--- src/rtl/show_draw_scheduler.sv ---
// ---------------------------------------------------------------------------
// show_draw_scheduler
//   Command sequencer in front of the rectangle/ASCII overlay drawer.
//   Upstream posts draw commands (clear band, rectangle outline, one 8x16
//   character) through a valid/ready port. Commands are queued in a FIFO,
//   validated, and then presented to the drawer with every field updated on
//   a single edge. Each command is held for exactly as long as the drawer
//   needs, followed by a short idle guard so the drawer pipeline can drain.
//
// Ports
//   sys_clk, sys_rst        clock, synchronous active-high reset
//   cmd_valid/cmd_ready     command handshake (transfer on valid & ready)
//   cmd_op                  0=clear band, 1=rect, 2=char, 3=reserved
//   cmd_ascii, cmd_color    character code / color
//   cmd_p0..cmd_p3          op0: ys,ye  op1: x1,y1,x2,y2  op2: x,y
//   o_ascii .. o_y2         registered drawer command fields
//   busy                    FIFO non-empty or sequencer not idle
//   done                    one-cycle pulse on the last guard cycle
//   err                     one-cycle pulse when a command is dropped
//   level                   FIFO occupancy
// ---------------------------------------------------------------------------
module show_draw_scheduler #(
  parameter int A_W        = 8,
  parameter int L_W        = 8,
  parameter int FIFO_DEPTH = 8,
  parameter int GUARD      = 2
) (
  input  logic                          sys_clk,
  input  logic                          sys_rst,
  input  logic                          cmd_valid,
  output logic                          cmd_ready,
  input  logic [1:0]                    cmd_op,
  input  logic [A_W-1:0]                cmd_ascii,
  input  logic [2:0]                    cmd_color,
  input  logic [L_W-1:0]                cmd_p0,
  input  logic [L_W-1:0]                cmd_p1,
  input  logic [L_W-1:0]                cmd_p2,
  input  logic [L_W-1:0]                cmd_p3,
  output logic [A_W-1:0]                o_ascii,
  output logic [2:0]                    o_color,
  output logic [L_W-1:0]                o_ys,
  output logic [L_W-1:0]                o_ye,
  output logic [L_W-1:0]                o_x,
  output logic [L_W-1:0]                o_y,
  output logic [L_W-1:0]                o_x1,
  output logic [L_W-1:0]                o_y1,
  output logic [L_W-1:0]                o_x2,
  output logic [L_W-1:0]                o_y2,
  output logic                          busy,
  output logic                          done,
  output logic                          err,
  output logic [$clog2(FIFO_DEPTH):0]   level
);

  localparam int PW    = $clog2(FIFO_DEPTH);
  // Longest hold is a full-height clear: (2^L_W + 1) * 256 cycles.
  localparam int CNT_W = L_W + 9;
  localparam int GW    = (GUARD > 1) ? $clog2(GUARD) : 1;

  typedef enum logic [2:0] {S_IDLE, S_CHECK, S_ALIGN, S_DRAW, S_GUARD} state_t;

  typedef struct packed {
    logic [1:0]     op;
    logic [A_W-1:0] ascii;
    logic [2:0]     color;
    logic [L_W-1:0] p0;
    logic [L_W-1:0] p1;
    logic [L_W-1:0] p2;
    logic [L_W-1:0] p3;
  } entry_t;

  typedef struct packed {
    logic [A_W-1:0] ascii;
    logic [2:0]     color;
    logic [L_W-1:0] ys;
    logic [L_W-1:0] ye;
    logic [L_W-1:0] x;
    logic [L_W-1:0] y;
    logic [L_W-1:0] x1;
    logic [L_W-1:0] y1;
    logic [L_W-1:0] x2;
    logic [L_W-1:0] y2;
  } drv_t;

  // ---------------- command FIFO ----------------
  entry_t          mem_q [FIFO_DEPTH];
  entry_t          cmd_in;
  entry_t          cur_q;
  logic [PW-1:0]   wr_ptr_q, rd_ptr_q;
  logic [PW:0]     level_q;
  logic            push, pop;

  state_t          state_q;
  logic [GW-1:0]   gcnt_q;

  assign cmd_in    = '{op: cmd_op, ascii: cmd_ascii, color: cmd_color,
                       p0: cmd_p0, p1: cmd_p1, p2: cmd_p2, p3: cmd_p3};
  assign cmd_ready = (level_q < (PW+1)'(FIFO_DEPTH));
  assign push      = cmd_valid & cmd_ready;
  // Pop from IDLE, or straight out of the last guard cycle (no idle bubble).
  assign pop       = (level_q != '0) &&
                     ((state_q == S_IDLE) || (state_q == S_GUARD && gcnt_q == '0));

  always_ff @(posedge sys_clk) begin
    if (push) mem_q[wr_ptr_q] <= cmd_in;
  end

  // Registered read of the head entry.
  always_ff @(posedge sys_clk) begin
    if (pop) cur_q <= mem_q[rd_ptr_q];
  end

  always_ff @(posedge sys_clk) begin
    if (sys_rst) begin
      wr_ptr_q <= '0;
      rd_ptr_q <= '0;
      level_q  <= '0;
    end else begin
      if (push) wr_ptr_q <= wr_ptr_q + 1'b1;
      if (pop)  rd_ptr_q <= rd_ptr_q + 1'b1;
      case ({push, pop})
        2'b10:   level_q <= level_q + 1'b1;
        2'b01:   level_q <= level_q - 1'b1;
        default: level_q <= level_q;
      endcase
    end
  end

  // ---------------- decode of the popped entry ----------------
  drv_t            idle_drv, ld_drv_d, drv_q;
  logic            drop_d;
  logic [CNT_W-1:0] ld_cnt_d, cnt_q;
  logic [L_W-1:0]  dx, dy, dc;
  logic [L_W:0]    rect_sum, rows;
  logic [L_W+1:0]  rect_n;
  logic [CNT_W-1:0] clear_n;

  always_comb begin
    idle_drv       = '0;
    idle_drv.ascii = A_W'(32);

    dx       = cur_q.p2 - cur_q.p0;
    dy       = cur_q.p3 - cur_q.p1;
    dc       = cur_q.p1 - cur_q.p0;
    rect_sum = {1'b0, dx} + {1'b0, dy};
    rect_n   = {rect_sum, 1'b0} + (L_W+2)'(2);
    // One extra row so the clear scan re-aligns; 256 cycles per row.
    rows     = {1'b0, dc} + (L_W+1)'(2);
    clear_n  = {rows, 8'b0};

    drop_d   = 1'b0;
    ld_drv_d = '0;
    ld_cnt_d = '0;
    case (cur_q.op)
      2'd0: begin
        drop_d         = (cur_q.p1 < cur_q.p0);
        ld_drv_d.ascii = A_W'(0);
        ld_drv_d.ys    = cur_q.p0;
        ld_drv_d.ye    = cur_q.p1;
        ld_cnt_d       = clear_n - 1'b1;
      end
      2'd1: begin
        drop_d         = (cur_q.p2 < cur_q.p0) || (cur_q.p3 < cur_q.p1);
        ld_drv_d.ascii = A_W'(1);
        ld_drv_d.color = cur_q.color;
        ld_drv_d.x1    = cur_q.p0;
        ld_drv_d.y1    = cur_q.p1;
        ld_drv_d.x2    = cur_q.p2;
        ld_drv_d.y2    = cur_q.p3;
        ld_cnt_d       = CNT_W'(rect_n) - 1'b1;
      end
      2'd2: begin
        // Codes 0/1 are drawer opcodes; a space keeps the slot but draws nothing.
        ld_drv_d.ascii = (cur_q.ascii < A_W'(2)) ? A_W'(32) : cur_q.ascii;
        ld_drv_d.color = cur_q.color;
        ld_drv_d.x     = cur_q.p0;
        ld_drv_d.y     = cur_q.p1;
        ld_cnt_d       = CNT_W'(127);
      end
      default: drop_d = 1'b1;
    endcase
  end

  // ---------------- sequencer ----------------
  logic [6:0] phase_q;
  logic       done_q, err_q;

  always_ff @(posedge sys_clk) begin
    if (sys_rst) begin
      state_q <= S_IDLE;
      phase_q <= '0;
      drv_q   <= idle_drv;
      cnt_q   <= '0;
      gcnt_q  <= '0;
      done_q  <= 1'b0;
      err_q   <= 1'b0;
    end else begin
      phase_q <= phase_q + 1'b1;
      done_q  <= 1'b0;
      err_q   <= 1'b0;
      case (state_q)
        S_IDLE: begin
          drv_q <= idle_drv;
          if (pop) state_q <= S_CHECK;
        end
        S_CHECK: begin
          if (drop_d) begin
            err_q   <= 1'b1;
            state_q <= S_IDLE;
          end else if (cur_q.op == 2'd2 && phase_q != 7'd127) begin
            state_q <= S_ALIGN;
          end else begin
            // Characters reaching here already sit on the 127->0 edge.
            drv_q   <= ld_drv_d;
            cnt_q   <= ld_cnt_d;
            state_q <= S_DRAW;
          end
        end
        S_ALIGN: begin
          if (phase_q == 7'd127) begin
            drv_q   <= ld_drv_d;
            cnt_q   <= ld_cnt_d;
            state_q <= S_DRAW;
          end
        end
        S_DRAW: begin
          if (cnt_q == '0) begin
            drv_q   <= idle_drv;
            gcnt_q  <= GW'(GUARD - 1);
            done_q  <= (GUARD == 1);
            state_q <= S_GUARD;
          end else begin
            cnt_q <= cnt_q - 1'b1;
          end
        end
        S_GUARD: begin
          if (gcnt_q != '0) begin
            gcnt_q <= gcnt_q - 1'b1;
            done_q <= (gcnt_q == GW'(1));
          end else begin
            state_q <= pop ? S_CHECK : S_IDLE;
          end
        end
        default: state_q <= S_IDLE;
      endcase
    end
  end

  assign o_ascii = drv_q.ascii;
  assign o_color = drv_q.color;
  assign o_ys    = drv_q.ys;
  assign o_ye    = drv_q.ye;
  assign o_x     = drv_q.x;
  assign o_y     = drv_q.y;
  assign o_x1    = drv_q.x1;
  assign o_y1    = drv_q.y1;
  assign o_x2    = drv_q.x2;
  assign o_y2    = drv_q.y2;
  assign busy    = (level_q != '0) || (state_q != S_IDLE);
  assign done    = done_q;
  assign err     = err_q;
  assign level   = level_q;

endmodule
--- config.mk ---
export PLATFORM = sky130hd
export DESIGN_NAME = show_draw_scheduler
export DESIGN_NICKNAME = d
export VERILOG_FILES = /design/src/rtl/show_draw_scheduler.sv
export SDC_FILE = /design/constraint.sdc
export NUM_CORES = 1
export LEC_CHECK = 0
export ABC_CLOCK_PERIOD_IN_PS = 4850
export BUFFER_PORTS_ARGS = -buffer_cell sky130_fd_sc_hd__buf_2
export CAP_MARGIN = 30
export CORE_UTILIZATION = 25
export CTS_CLUSTER_DIAMETER = 60
export DETAILED_ROUTE_END_ITERATION = 8
export GPL_TIMING_DRIVEN = 1
export SETUP_SLACK_MARGIN = 0.02
export SYNTH_ARGS = -nofsm -noshare
export SYNTH_HDL_FRONTEND = slang
export SYNTH_SLANG_ARGS = --single-unit
--- constraint.sdc ---
create_clock -name sys_clk -period 4.85 [get_ports sys_clk]
set_clock_uncertainty 0.15 [all_clocks]
set_input_delay 0.485 -clock sys_clk [delete_from_list [all_inputs] [get_ports sys_clk]]
set_output_delay 0.485 -clock sys_clk [all_outputs]
set_load 0.01 [all_outputs]
# Word-level counts from Yosys, hierarchy flattened
# Memories as Yosys holds them, arrays and structs flattened. A register that Yosys moved wholly into a read port is not among the register bits.
# Index checks and enable logic that the tools add are counted.
word_totals:
  latch_bits: 0
  ff_bits: 115
  rom_bits: 0
  ram_bits: 360
  memories: 1
  output_inout_bits: 83
  wordCells: 117
op_classes:
  n_reduce_logical: 22
  n_mux: 34
  eq_ne: 17
  n_shift: 0
  n_lt_le_gt_ge: 5
  add_sub_neg: 15
  bitwise: 4
  n_mul: 0
  div: 0
mem_list:
  columns: ["name", "depth", "word_bits", "rd", "rd_clocked_by_memory_dff", "wr", "line", "rtl"]
  rows:
  - ["mem_q", 8, 45, 1, 1, 1, "86", "entry_t mem_q [FIFO_DEPTH];"]
ops:
  columns: ["operator", "n"]
  rows:
  - ["75-bit 2-to-1 mux", 4]
  - ["75-bit one-hot mux with 4 select lines", 1]
  - ["17-bit one-hot mux with 3 select lines", 2]
  - ["17-bit 2-to-1 mux", 4]
  - ["17-bit by 1-bit subtractor with 17-bit output, second input constant", 2]
  - ["16-bit 2-to-1 mux", 2]
  - ["32-bit 2-to-1 mux", 1]
  - ["8-bit < comparator", 3]
  - ["8-bit subtractor", 3]
  - ["17-bit logical NOT", 1]
  - ["8-bit one-hot mux with 2 select lines", 1]
  - ["3-bit 2-to-1 mux", 5]
  - ["3-bit one-hot mux with 5 select lines", 1]
  - ["2-bit != test, second input constant", 7]
  - ["10-bit by 1-bit subtractor with 11-bit output, second input constant", 1]
  - ["10-bit by 2-bit adder with 10-bit output, second input constant", 1]
  - ["5-bit AND reduction", 2]
  - ["8-bit by 2-bit adder with 9-bit output, second input constant", 1]
  - ["8-bit by 8-bit adder with 9-bit output", 1]
  - ["8-bit by 2-bit < comparator with 1-bit output, second input constant", 1]
  - ["1-bit 2-to-1 mux", 8]
  - ["8-bit 2-to-1 mux", 1]
  - ["4-bit one-hot mux with 2 select lines", 1]
  - ["4-bit nonzero test", 2]
  - ["other kinds (27)", 41]

# Depth between registers and ports, before layout
# Gate-level depths: netlist of run 1.
logic_depth:
  depth_word: 8
  depth_mapped: 18
  ltp_nobuf: 17

# Least setup slack after synthesis of run 1
# No wires, ideal clock.
synth_path:
  path_type: "input port to flip-flop"
  from: "in cmd_valid"
  to: "mem mem_q[0][0] (netlist name), enable pin"
  cell_stages: 3
  n_path_buf: 0
  setup_time_ns: 0.503
  arrival_ns: 3.972
  t_required_ns: 4.197
  setup_slack_ns: 0.225
  path_cell_list: "nor2b_1 nand2b_1 nor3_1"
synth_via:
  elab_chain_cells: 3
synth_rtl:
  columns: ["element", "line", "rtl"]
  rows:
  - ["start, declared", "30", "input logic cmd_valid,"]
  - ["1-bit bitwise AND", "99", "assign push = cmd_valid & cmd_ready;"]
  - ["1-bit 2-to-1 mux", "105", "if (push) mem_q[wr_ptr_q] <= cmd_in;"]
  - ["1-bit 2-to-1 mux (not written as such)", "105", null]
  - ["end, declared", "86", null]
# Every way passes these cells.

# Final worst setup path of run 1
layout_path:
  from: "reg, netlist name cur_q[25]"
  to: "reg cnt_q[13]"
layout_via:
  elab_chain_cells: 8
  elab_cells_between_ends: 18
  classes_between: "add/sub: 7; order compare: 2; eq/ne: 1; mux: 6; reduce/logical: 2"
layout_rtl:
  columns: ["element", "line", "rtl"]
  rows:
  - ["8-bit subtractor", "142", "dx = cur_q.p2 - cur_q.p0;"]
  - ["8-bit by 8-bit adder with 9-bit output", "145", "rect_sum = {1'b0, dx} + {1'b0, dy};"]
  - ["10-bit by 2-bit adder with 10-bit output", "146", "rect_n = {rect_sum, 1'b0} + (L_W+2)'(2);"]
  - ["10-bit by 1-bit subtractor with 11-bit output", "170", "ld_cnt_d = CNT_W'(rect_n) - 1'b1;"]
  - ["17-bit one-hot mux with 3 select lines", "154", "case (cur_q.op)"]
  - ["17-bit 2-to-1 mux", "210", "end else if (cur_q.op == 2'd2 && phase_q != 7'd127) begin"]
  - ["17-bit 2-to-1 mux", "207", "if (drop_d) begin"]
  - ["17-bit one-hot mux with 3 select lines", "201", "case (state_q)"]
  - ["end signal, assigned", "215", "cnt_q <= ld_cnt_d;"]
  - ["end signal, assigned", "222", "cnt_q <= ld_cnt_d;"]
  - ["end signal, assigned", "233", "cnt_q <= cnt_q - 1'b1;"]
  - ["end, declared", "132", "logic [CNT_W-1:0] ld_cnt_d, cnt_q;"]
# Parallel ways exist; a longest one is shown, timed or not. The select of a mux whose other input is x is not followed.
# A chain may end at the register's enable or synchronous reset.

==> metrics list, run 1 <==
- Final period demand of the worst path: around 4500 ps
* Worst rel slew slack: 0.376
- The root buffer cell chosen for the clock tree is clkbuf_16.
* Avg Cell Area, Syn: 14.5 um^2
- Initial DRC count: 984
* Placeable core region: just under 0.09 mm^2
* Startpoint of the worst register-to-register path: cur_q[25]
- By startpoint and endpoint, the worst setup path is classified as reg -> reg.
- After clock tree synthesis, the clock-pin slew on the worst setup and hold paths is around 60 ps.
* Overall die area: around 0.091 mm^2
- Post-Syn Instances: between 1.5k and 2k
- Status: complete, but fails checks
- # setup viols final: 0
* FFs w/ async S/R, synth: 0
* Critical Path Max Stage Delay: about 460 ps
- The clock net in this run drives a total of 520 sinks.
* Cell variety after synth: between 70 and 80
- The synthesized design contains around 410 enable-type register cells.
* Grt ovf: 0
* Top library cells by usage in the layout, fill and taps aside: 405 x edfxtp_1, 131 x nand2_1, 129 x buf_2, 112 x dfxtp_1, 108 x a21oi_1
- The number of pins exceeding their max-slew limit in the final report came to 0.
- In this run the worst setup path begins at cur_q[25].
- Violations in the final reports: DRC
- The cell family contributing the most delay on the critical path is compound AO/OA/AOI/OAI gates.
- Vias in the first global route: approximately 14k
- Worst hold path class: in -> reg
* Sum of buffers and inverters on the critical path: 1
* Count of standard-cell rows: roughly 110
- Yosys printed 0 warnings.
- Post-synthesis to final-layout area growth: 20.1%
- In this run the most critical hold path is launched from cmd_p1[0].
- In this run the number of H-tree levels came out at 2.
* Share of post-route cells with drive strength above 1: 0.231
* First-pass GRT wire length: 87000 um
- Among all flip-flop cells after synthesis, the most frequent one is edfxtp_1.
- Mapped Nets: 1640
- First-pass DRT Iterations: 7
* Vias per cell: 4.62
* Routed wire per std cell: 19.8 um
- Effective utilization at floorplan: 0.253
- For this design, the slowest cell found on the critical path is ha_1.
- After detailed routing, the total wire length is 58000 um.
- Count of port buffers added during placement: between 100 and 150
* Total Nets Final: around 1.8k
* Post-synth design cell area: roughly 0.022 mm^2
* Number of antenna violations at the first check in global routing: 13
- After routing, the total negative slack on setup checks comes to 0 ps.
* Highest clock frequency the design can meet: approximately 220 MHz
* Most frequent standard cell in the layout excluding fill and tap cells: edfxtp_1
- For the worst-skew pair, the clock arrives at the later sink with an insertion delay of ~600 ps.
- Largest fanout of any net on the critical path: 10
* Global placement routability congestion: between 0.8 and 0.9
* Die Height: around 300 um
- DRC violations left: 12
- Pin slew with the least headroom to its limit: between 900 and 1000 ps
- Max Cap Violations: 0
* Vias: 13.5k
- STA puts the critical path data required time at around 5200 ps.
- Die Wd: 301 um
* GRT Total Usage: 0.127
- I/O pin total: roughly 130
* Clock tree from TritonCTS: yes
* DP HPWL: 37800 um
* Kind of launch point of the worst setup path: register
* Number of filler instances in the final layout: slightly below 9k
- The worst setup path is captured at a register.
- Flip-flop and latch count after synthesis: 520
- Entering global routing, the biggest net connects 83 pins.
* Fin. Hold Viols: 0
- Antenna violation net count after detailed routing: 0
- Walking the worst path, the cells encountered are inv_1 -> ha_1 -> nor2b_1 -> o21ai_0 -> a21boi_0 -> o21ai_0 -> nand2b_1 -> xor2_1 -> ha_1 -> nor2b_1 -> a221oi_1 -> o311ai_4 -> a31oi_1 -> o21bai_1 -> a31o_2 -> nand4_1 -> a311oi_1.
- Counting the buffers created by CTS gives 56.
- At the worst endpoint, the arrival time is around 4900 ps.
- Fraction of the yosys area taken by sequential cells: 0.646
- Setup repair after global routing left no endpoint under its margin.
- Dividing the final minimum period by the clock period gives 0.925.
- Longest Clk Path Bufs: 3
layer usage:
metal / vias to the layer above / track usage / share of wire
li1: 6249 / - / -
met1: 6810 / 0.166 / 0.44
met2: 385 / 0.208 / 0.47
met3: 93 / 0.0285 / 0.067
met4: 6 / 0.0415 / 0.028
met5: - / 0 / 0.00069
path summary, 6_finish.rpt:
path | to | slack, ps | cells after the start
max | cnt_q[13] | 370 | 17
min | mem_q[3][16] | 30 | 1
max reg2reg | cnt_q[13] | 370 | 17
min reg2reg | o_ye[3] | 300 | 2
state kept, by name, summed over array words and instances (netlist names), 4 cells and up:
signal,count
o_y,8
cur_q,45
o_y2,8
o_ye,8
cnt_q,17
o_ascii,8
o_x,8
o_x1,8
o_x2,8
mem_q,360
phase_q,7
o_ys,8
level,4
o_y1,8
timing repair:
item	4_1_cts	5_1_grt
buffers inserted	0	0
endpoints found under the hold margin	312	0
endpoints found under the setup margin	0	3
gates resized for setup	0	4
hold buffers	40	0
through the flow:
| step | cell area, um^2 | setup WS, ps | util | cells | hold WS, ps |
|---|---|---|---|---|---|
| 3_5_place_dp | 24400 | 427 | 0.276 | 2782 | 292 |
| 2_1_floorplan | 22400 | 225 | - | 1540 | 268 |
| 5_1_grt | 26900 | 21.2 | 0.304 | 2929 | 22.5 |
| 3_3_place_gp | 24400 | 586 | 0.276 | 2782 | 281 |
| 4_1_cts | 26800 | 358 | 0.303 | 2926 | 1.76 |
| 6_report | 26900 | 365 | 0.304 | 2929 | 33.4 |
cell families (layout without fill, tap and decap cells):
logic type	count (synthesis)	after routing	share of synthesized area
xor+xnor	46	46	0.0186
buf+inv	121	342	0.0224
other cells	0	3	0
mux	144	144	0.117
compound gates	240	240	0.0666
flops	520	520	0.646
simple gates	417	417	0.0982
fa+ha+maj	52	52	0.0307
cell usage after synthesis (4+ instances only):
cell	n	area, um^2
a211o_1	6	52.6
a211oi_1	9	67.6
a21boi_0	5	37.5
a21o_1	9	67.6
a21oi_1	108	541
a311oi_1	5	43.8
a31oi_1	7	43.8
a41oi_1	4	35.0
and2_1	4	25.0
and3_1	13	81.3
buf_1	14	52.6
buf_6	6	67.6
clkbuf_1	55	206
dfxtp_1	115	2300
edfxtp_1	405	12200
fa_1	5	100
ha_1	47	588
inv_1	45	169
mux2_2	45	507
mux2i_1	9	90.1
mux4_2	90	2030
nand2_1	131	492
nand2b_1	15	93.8
nand3_1	17	85.1
nand3b_1	4	30.0
nand4_1	6	37.5
nand4b_1	4	35.0
nor2_1	86	323
nor2b_1	15	93.8
nor3_1	26	130
nor4_1	7	43.8
o21a_1	8	60.1
o21ai_0	30	150
o21ai_1	7	35.0
o22ai_1	6	37.5
or2_0	19	119
or3_1	4	25.0
or3b_1	49	429
xnor2_1	26	228
xor2_1	19	166
cell type report:
class                      instances  area, um^2  share of cell area
timing repair buffer             193        1250              0.0465
clock buffer                      65        1480              0.0551
clock inverter                    39         519              0.0193
multi-input combinational        899        7520               0.280
sequential                       520       14500               0.538
antenna                            3        7.51            0.000279
tap                             1165        1460              0.0542
inverter                          45         169             0.00628
worst reg2reg max path, cell delays in order (launching register included):
cell and delay (ps):
edfxtp_1 360, inv_1 230, ha_1 300, nor2b_1 140
o21ai_0 210, a21boi_0 150, o21ai_0 190, nand2b_1 110
xor2_1 160, ha_1 460, nor2b_1 80, a221oi_1 450
o311ai_4 280, a31oi_1 300, o21bai_1 140, a31o_2 260
nand4_1 150, a311oi_1 280
Power of run 1 is not shown: default switching activity piles up to over one toggle a cycle in this logic, so the estimate is an artifact.
==> run 2: changes to the inputs <==
Settings changed: CORE_UTILIZATION 25 to 55, PLACE_DENSITY_LB_ADDON set to 0.3.
==> metrics list, run 2 (synthesis results as in run 1) <==
* Global placement routability congestion: 0.871 (+4.2%)
- Number of max-slew violations in the final report: 0 (unchanged)
- Beginning of the critical path: cur_q[25]
- Startpoint of the worst register-to-register path: cur_q[25]
* Period Utilization, post-route: 0.924 (-0.000938)
- Required @ worst endpoint: 5210 ps (about the same)
* Antenna violation net count after detailed routing: 0 (unchanged)
- The pin count of the biggest net entering global routing is 75 (-9.6%).
* Longest Clk Path Bufs: 3 (unchanged)
* DRC violations left: 0 (-12)
- The flop-to-flop setup slack came to 370 ps (about the same).
* Count of port buffers added during placement: 130 (unchanged)
* CTS Root Cell: clkbuf_16
- The largest registers in the layout are mem_q: 360 flops, cur_q: 45 flops, cnt_q: 17 flops.
* First-pass GRT wire length: 79500 um (-8.7%)
* Arrival time of data at the critical path endpoint: 4840 ps (about the same)
- Die Height: 204 um (-32%)
- Clock-pin transition on the worst setup and hold timing paths: 60 ps (about the same)
- Number of buffers created by CTS: 53 (-5.4%)
- I/O pin total: 131 (unchanged)
* Sequential cell area: 0.0145 mm^2 (unchanged)
- Status: finished clean
- Most frequent standard cell in the layout excluding fill and tap cells: edfxtp_1
- Largest register FFs: 360 (unchanged)
- The setup violation total in the final timing report came to 0 (unchanged).
- The total negative slack is 0 ps (unchanged).
* Number of filler instances in the final layout: 2839 (-67%)
- The horizontal die dimension came to 204 um (-32%).
* Pin slew with the least headroom to its limit: 893 ps (-43.0 ps)
- Crit Path Category: reg -> reg
- The maximum net fanout on the critical path was 10 (unchanged).
* Setup repair after global routing missed its margin: true
* Footprint of the multi-input gates: 0.00750 mm^2 (-0.33%)
- H-tree depth: 2 (unchanged)
- First-pass DRT Iterations: 5 (-2)
* DP HPWL: 31700 um (-16%)
- Clock tree from TritonCTS: yes
* Effective utilization at floorplan: 0.561 (+0.308)
* Kind of launch point of the worst setup path: register
- Register containing the most flip-flops in the final layout: mem_q
* Initial DRC count: 1220 (+24%)
* Critical path capture point type: register
* CTS Sinks: 520 (unchanged)
- The number of maximum-capacitance violations was 0 (unchanged).
- Vias per cell: 6.02 (+30%)
* Routed wire per std cell: 22.8 um (+15%)
* Worst hold path class: in -> reg
- Highest clock frequency the design can meet: 223 MHz (+0.10%)
* Clock Latency Late Sink: 610 ps (about the same)
- Post-synthesis to final-layout area growth: 15.7%
* Top library cells by usage in the layout, fill and taps aside: 405 x edfxtp_1, 131 x nand2_1, 129 x buf_2, 112 x dfxtp_1, 108 x a21oi_1
* Inserted Diodes: 0 (-3)
* Overall die area: 0.0415 mm^2 (-54%)
* Vias: 13.8k (+1.6%)
- The clock period minus final worst setup slack is 4480 ps (-4.55 ps).
- Count of standard-cell rows: 73 (-33%)
* Vias in the first global route: 13.7k (-2.1%)
- Total Nets Final: 1817 (+0.11%)
- The worst slew margin relative to its limit came to 0.404 (+0.0286).
* Fin. Hold Viols: 0 (unchanged)
* Placeable core region: 0.0399 mm^2 (-55%)
- Number of antenna violations at the first check in global routing: 1 (-12)
* Share of post-route cells with drive strength above 1: 0.224 (-0.00713)
* Grt ovf: 0 (unchanged)
- The overall track demand over capacity in global routing came to 0.257 (+0.129).
* Post-Route WL: 52000 um (-10%)
- The worst hold path begins at cmd_p1[3].
-- run 2: cell count changes in the layout (fill, tap and decap cells not counted), sizes merged --
cell and change:
buf +2, bufinv -4, diode -3, inv -1, dlygate4sd3 +3, clkbuf -5
clkinvlp +3
-- run 2: routing by layer --
metal  global-route usage  share of wire
met2                0.428           0.49
met5                    0              0
met1                0.345           0.42
met3               0.0380          0.063
met4               0.0897          0.028
-- run 2: area by class of cell --
type / count / share of cell area
sequential: 520 / 0.559
clock inverter: 37 / 0.0157
clock buffer: 60 / 0.0522
tap: 525 / 0.0254
multi-input combinational: 899 / 0.289
timing repair buffer: 198 / 0.0518
inverter: 45 / 0.00652
-- run 2: worst paths after layout --
| kind | endpoint | cells past startpoint |
|---|---|---|
| max | cnt_q[13] | 16 |
| min | mem_q[4][19] | 1 |
| max reg2reg | cnt_q[13] | 16 |
| min reg2reg | phase_q[0] | 1 |
-- run 2: critical path, cell delays in order (launching register included) --
cell	delay, ps
edfxtp_1	350
inv_1	230
ha_1	280
nor2b_1	120
o21ai_0	210
nand2_1	80
nor2_1	90
nor2_1	60
ha_1	370
o21ai_0	200
or2_2	370
o311ai_2	580
nand4_1	260
nor4_1	360
a31o_2	240
nand4_1	150
a311oi_1	290
-- run 2: what timing repair did --
action | CTS | global route
endpoints found under the setup margin | 0 | 7
endpoints found under the hold margin | 341 | 0
hold buffers | 43 | 0
setup buffers | 0 | 1
resized for setup | 0 | 1
-- run 2: through the flow --
step	utilization	hold WS, ps	setup slack [ps]	cells	instance area, um^2
after global routing	0.649	19.5	-26.2	2284	25900
after floorplan	-	268	225	1540	22400
after detailed placement	0.593	288	406	2142	23700
after CTS	0.648	0.354	383	2282	25900
final	0.649	28.5	370	2284	25900
after global placement	0.592	279	636	2141	23600
Power of run 2 is left out for the same reason.
==> run 3: changes to the inputs <==
Settings changed: PLACE_DENSITY set to 0.88, PLACE_DENSITY_LB_ADDON 0.3 to not set.
==> metrics list, run 3 (synthesis results as in run 1) <==
* Most frequent standard cell in the layout excluding fill and tap cells: edfxtp_1
* DP HPWL: 34300 um (+8.2%)
- GRT Total Usage: 0.279 (+0.0223)
* H-tree depth: 2 (unchanged)
* CTS Sinks: 520 (unchanged)
- The maximum net fanout on the critical path was 9 (-1).
* Status: finished clean
- Last element of the critical path: cnt_q[13]
* Met1 Resource Use GR: 0.350 (+0.00486)
- Crit Path Category: reg -> reg
- The horizontal die dimension is 204 um (unchanged).
- Depth of the critical timing path with buffers and inverters included: 17 (+1)
* Overall die area: 0.0415 mm^2 (unchanged)
- Highest-utilization routing layer at the global route stage: met2
- The period utilization was 0.938 (+0.0145).
- Final setup slack of the worst path: 300 ps (-70.3 ps)
- The setup violation total in the final timing report was 0 (unchanged).
* Vias: 14.3k (+4.3%)
- The row count was 73 (unchanged).
- The number of flip-flops under the largest register name is 360 (unchanged).
- Vias per cell: 6.30 (+4.5%)
- Post-CTS setup buffer count: 0 (unchanged)
- The worst slew margin relative to its limit came to 0.344 (-0.0609).
* Top library cells by usage in the layout, fill and taps aside: 405 x edfxtp_1, 131 x nand2_1, 129 x buf_2, 112 x dfxtp_1, 108 x a21oi_1
* Grt met3 use: 0.0602 (+0.0222)
* Worst R2R Path Depth: 17 (+1)
- The endpoint identified for the worst register-to-register timing path is cnt_q[13].
- The flop-to-flop setup slack is 300 ps (-70 ps).
* Startpoint of the worst register-to-register path: cur_q[17]
- Largest registers ranked by flip-flop count: mem_q: 360 flops, cur_q: 45 flops, cnt_q: 17 flops
- The number of global-route vias before repair was 14.6k (+6.4%).
- The number of iterations in the first detailed-routing pass is 6 (+1).
- The number of buffers on the longest clock path is 3 (unchanged).
* Grt ovf: 0 (unchanged)
- I/O pin total: 131 (unchanged)
* DRC violations left: 0 (unchanged)
- Kind of launch point of the worst setup path: register
- Clock tree from TritonCTS: yes
* Critical path capture point type: register
- Maximum number of pins on one net before global-route repair: 67 (-11%)
* Sum of buffers and inverters on the critical path: 1 (unchanged)
- Number of buffers created by CTS: 50 (-5.7%)
- Final-layout setup total negative slack: 0 ps (unchanged)
- The depth of the worst hold-timing path is 1 (unchanged).
- The critical path goes through inv_1 -> ha_1 -> nor2b_1 -> o21ai_0 -> a21boi_0 -> o21ai_0 -> nand2b_1 -> xor2_1 -> ha_1 -> nand3_1 -> o2111ai_1 -> xor2_2 -> nand4_1 -> nor4_1 -> a31o_2 -> nand4_1 -> a311oi_1.
- The clock period minus final worst setup slack is 4550 ps (+70.3 ps).
- First-pass GRT wire length: 86400 um (+8.8%)
- Clock Latency Late Sink: 620 ps (about the same)
- The transition time at the pin with the least slew margin is 985 ps (+91.3 ps).
* Arrival time of data at the critical path endpoint: 4920 ps (+80 ps)
- Routed wire per std cell: 25.4 um (+12%)
- The starting utilization of the core area was 0.561 (unchanged).
- The most critical setup path has its startpoint at cur_q[17].
- The final layout net count came to 1808 (-0.50%).
* Clock-pin transition on the worst setup and hold timing paths: 70 ps (about the same)
- In this design, the largest share of critical-path delay is due to compound AO/OA/AOI/OAI gates.
- Initial DRC count: 1643 (+35%)
- Critical Path Max Stage Delay: 500 ps (-80 ps)
* Worst setup timing slack at the placement stage: 321 ps (-84.6 ps)
* Number of antenna violations at the first check in global routing: 5 (+4)
- Setup repair after global routing could not meet its margin everywhere.
- Cell type of the slowest stage on the worst timing path: edfxtp_1
- Core utilization of the finished layout: 0.644 (-0.00439)
* Fin. Hold Viols: 0 (unchanged)
* Global placement routability congestion: 0.925 (+6.3%)
* Worst hold slack after final layout: 4.98 ps (-23.5 ps)
- The root buffer cell chosen for the clock tree is clkbuf_16.
- Die Height: 204 um (unchanged)
- Met2 track demand over resource in global routing: 0.454 (+0.0262)
* Post-Route WL: 58000 um (+11%)
- Max Cap Violations: 0 (unchanged)
- The area inside the core boundary came to 0.0399 mm^2 (unchanged).
- Highest clock frequency the design can meet: 220 MHz (-1.5%)
* Share of post-route cells with drive strength above 1: 0.227 (+0.00313)
- Required @ worst endpoint: 5220 ps (about the same)
- Antenna violation net count after detailed routing: 0 (unchanged)
- Post-synthesis to final-layout area growth: 14.9%
- Register containing the most flip-flops in the final layout: mem_q
- The min-delay analysis places its worst path in the category in -> reg.
- The number of port buffers came to 130 (unchanged).
- Number of max-slew violations in the final report: 0 (unchanged)
-- run 3: cell types whose count changed in the layout (fill, tap and decap cells not counted), sizes merged, moves of 2 or more --
cell / change
dlygate4sd3: -11
diode: +6
buf: +5
inv: -3
clkinvlp: -2
-- run 3: worst min-delay path by stage --
stage,slack [ps],from,endpoint
floorplan,270,phase_q[0],phase_q[0]
global placement,280,phase_q[0],phase_q[0]
detailed placement,290,phase_q[0],phase_q[0]
CTS,0.5,cmd_p2[1],mem_q[2][9]
global route,6,cmd_ascii[6],mem_q[2][41]
finish,5,cmd_p0[4],mem_q[4][28]
-- run 3: stage by stage --
stage                     cells  area, um^2
after floorplan            1540       22400
after global placement     2147       23700
after detailed placement   2149       23700
after CTS                  2273       25700
after global routing       2277       25700
final                      2279       25700
-- run 3: metal layers --
metal | wire length (um) | part of all wire
met1 | 21700 | 0.37
met4 | 2760 | 0.048
met2 | 28600 | 0.49
met3 | 4970 | 0.086
met5 | 8 | 0.00014
-- run 3: cell type report --
cell class | instances | area (um^2)
antenna | 6 | 15.0
clock buffer | 61 | 1330
clock inverter | 31 | 349
fill | 2592 | 14200
inverter | 45 | 169
multi-input combinational | 899 | 7500
sequential | 520 | 14500
tap | 525 | 657
timing repair buffer | 192 | 1220
-- run 3: timing repair --
| item | CTS | global route |
|---|---|---|
| endpoints found under the setup margin | 0 | 7 |
| gates resized for setup | 0 | 2 |
| hold buffers | 32 | 0 |
| endpoints found under the hold margin | 251 | 0 |
-- run 3: worst reg2reg max path: stages, from the launching register on --
cell	delay, ps
edfxtp_1	500
inv_1	160
ha_1	240
nor2b_1	120
o21ai_0	240
a21boi_0	160
o21ai_0	170
nand2b_1	100
xor2_1	150
ha_1	440
nand3_1	160
o2111ai_1	300
xor2_2	340
nand4_1	200
nor4_1	350
a31o_2	240
nand4_1	140
a311oi_1	290
Power of run 3 is left out for the same reason.
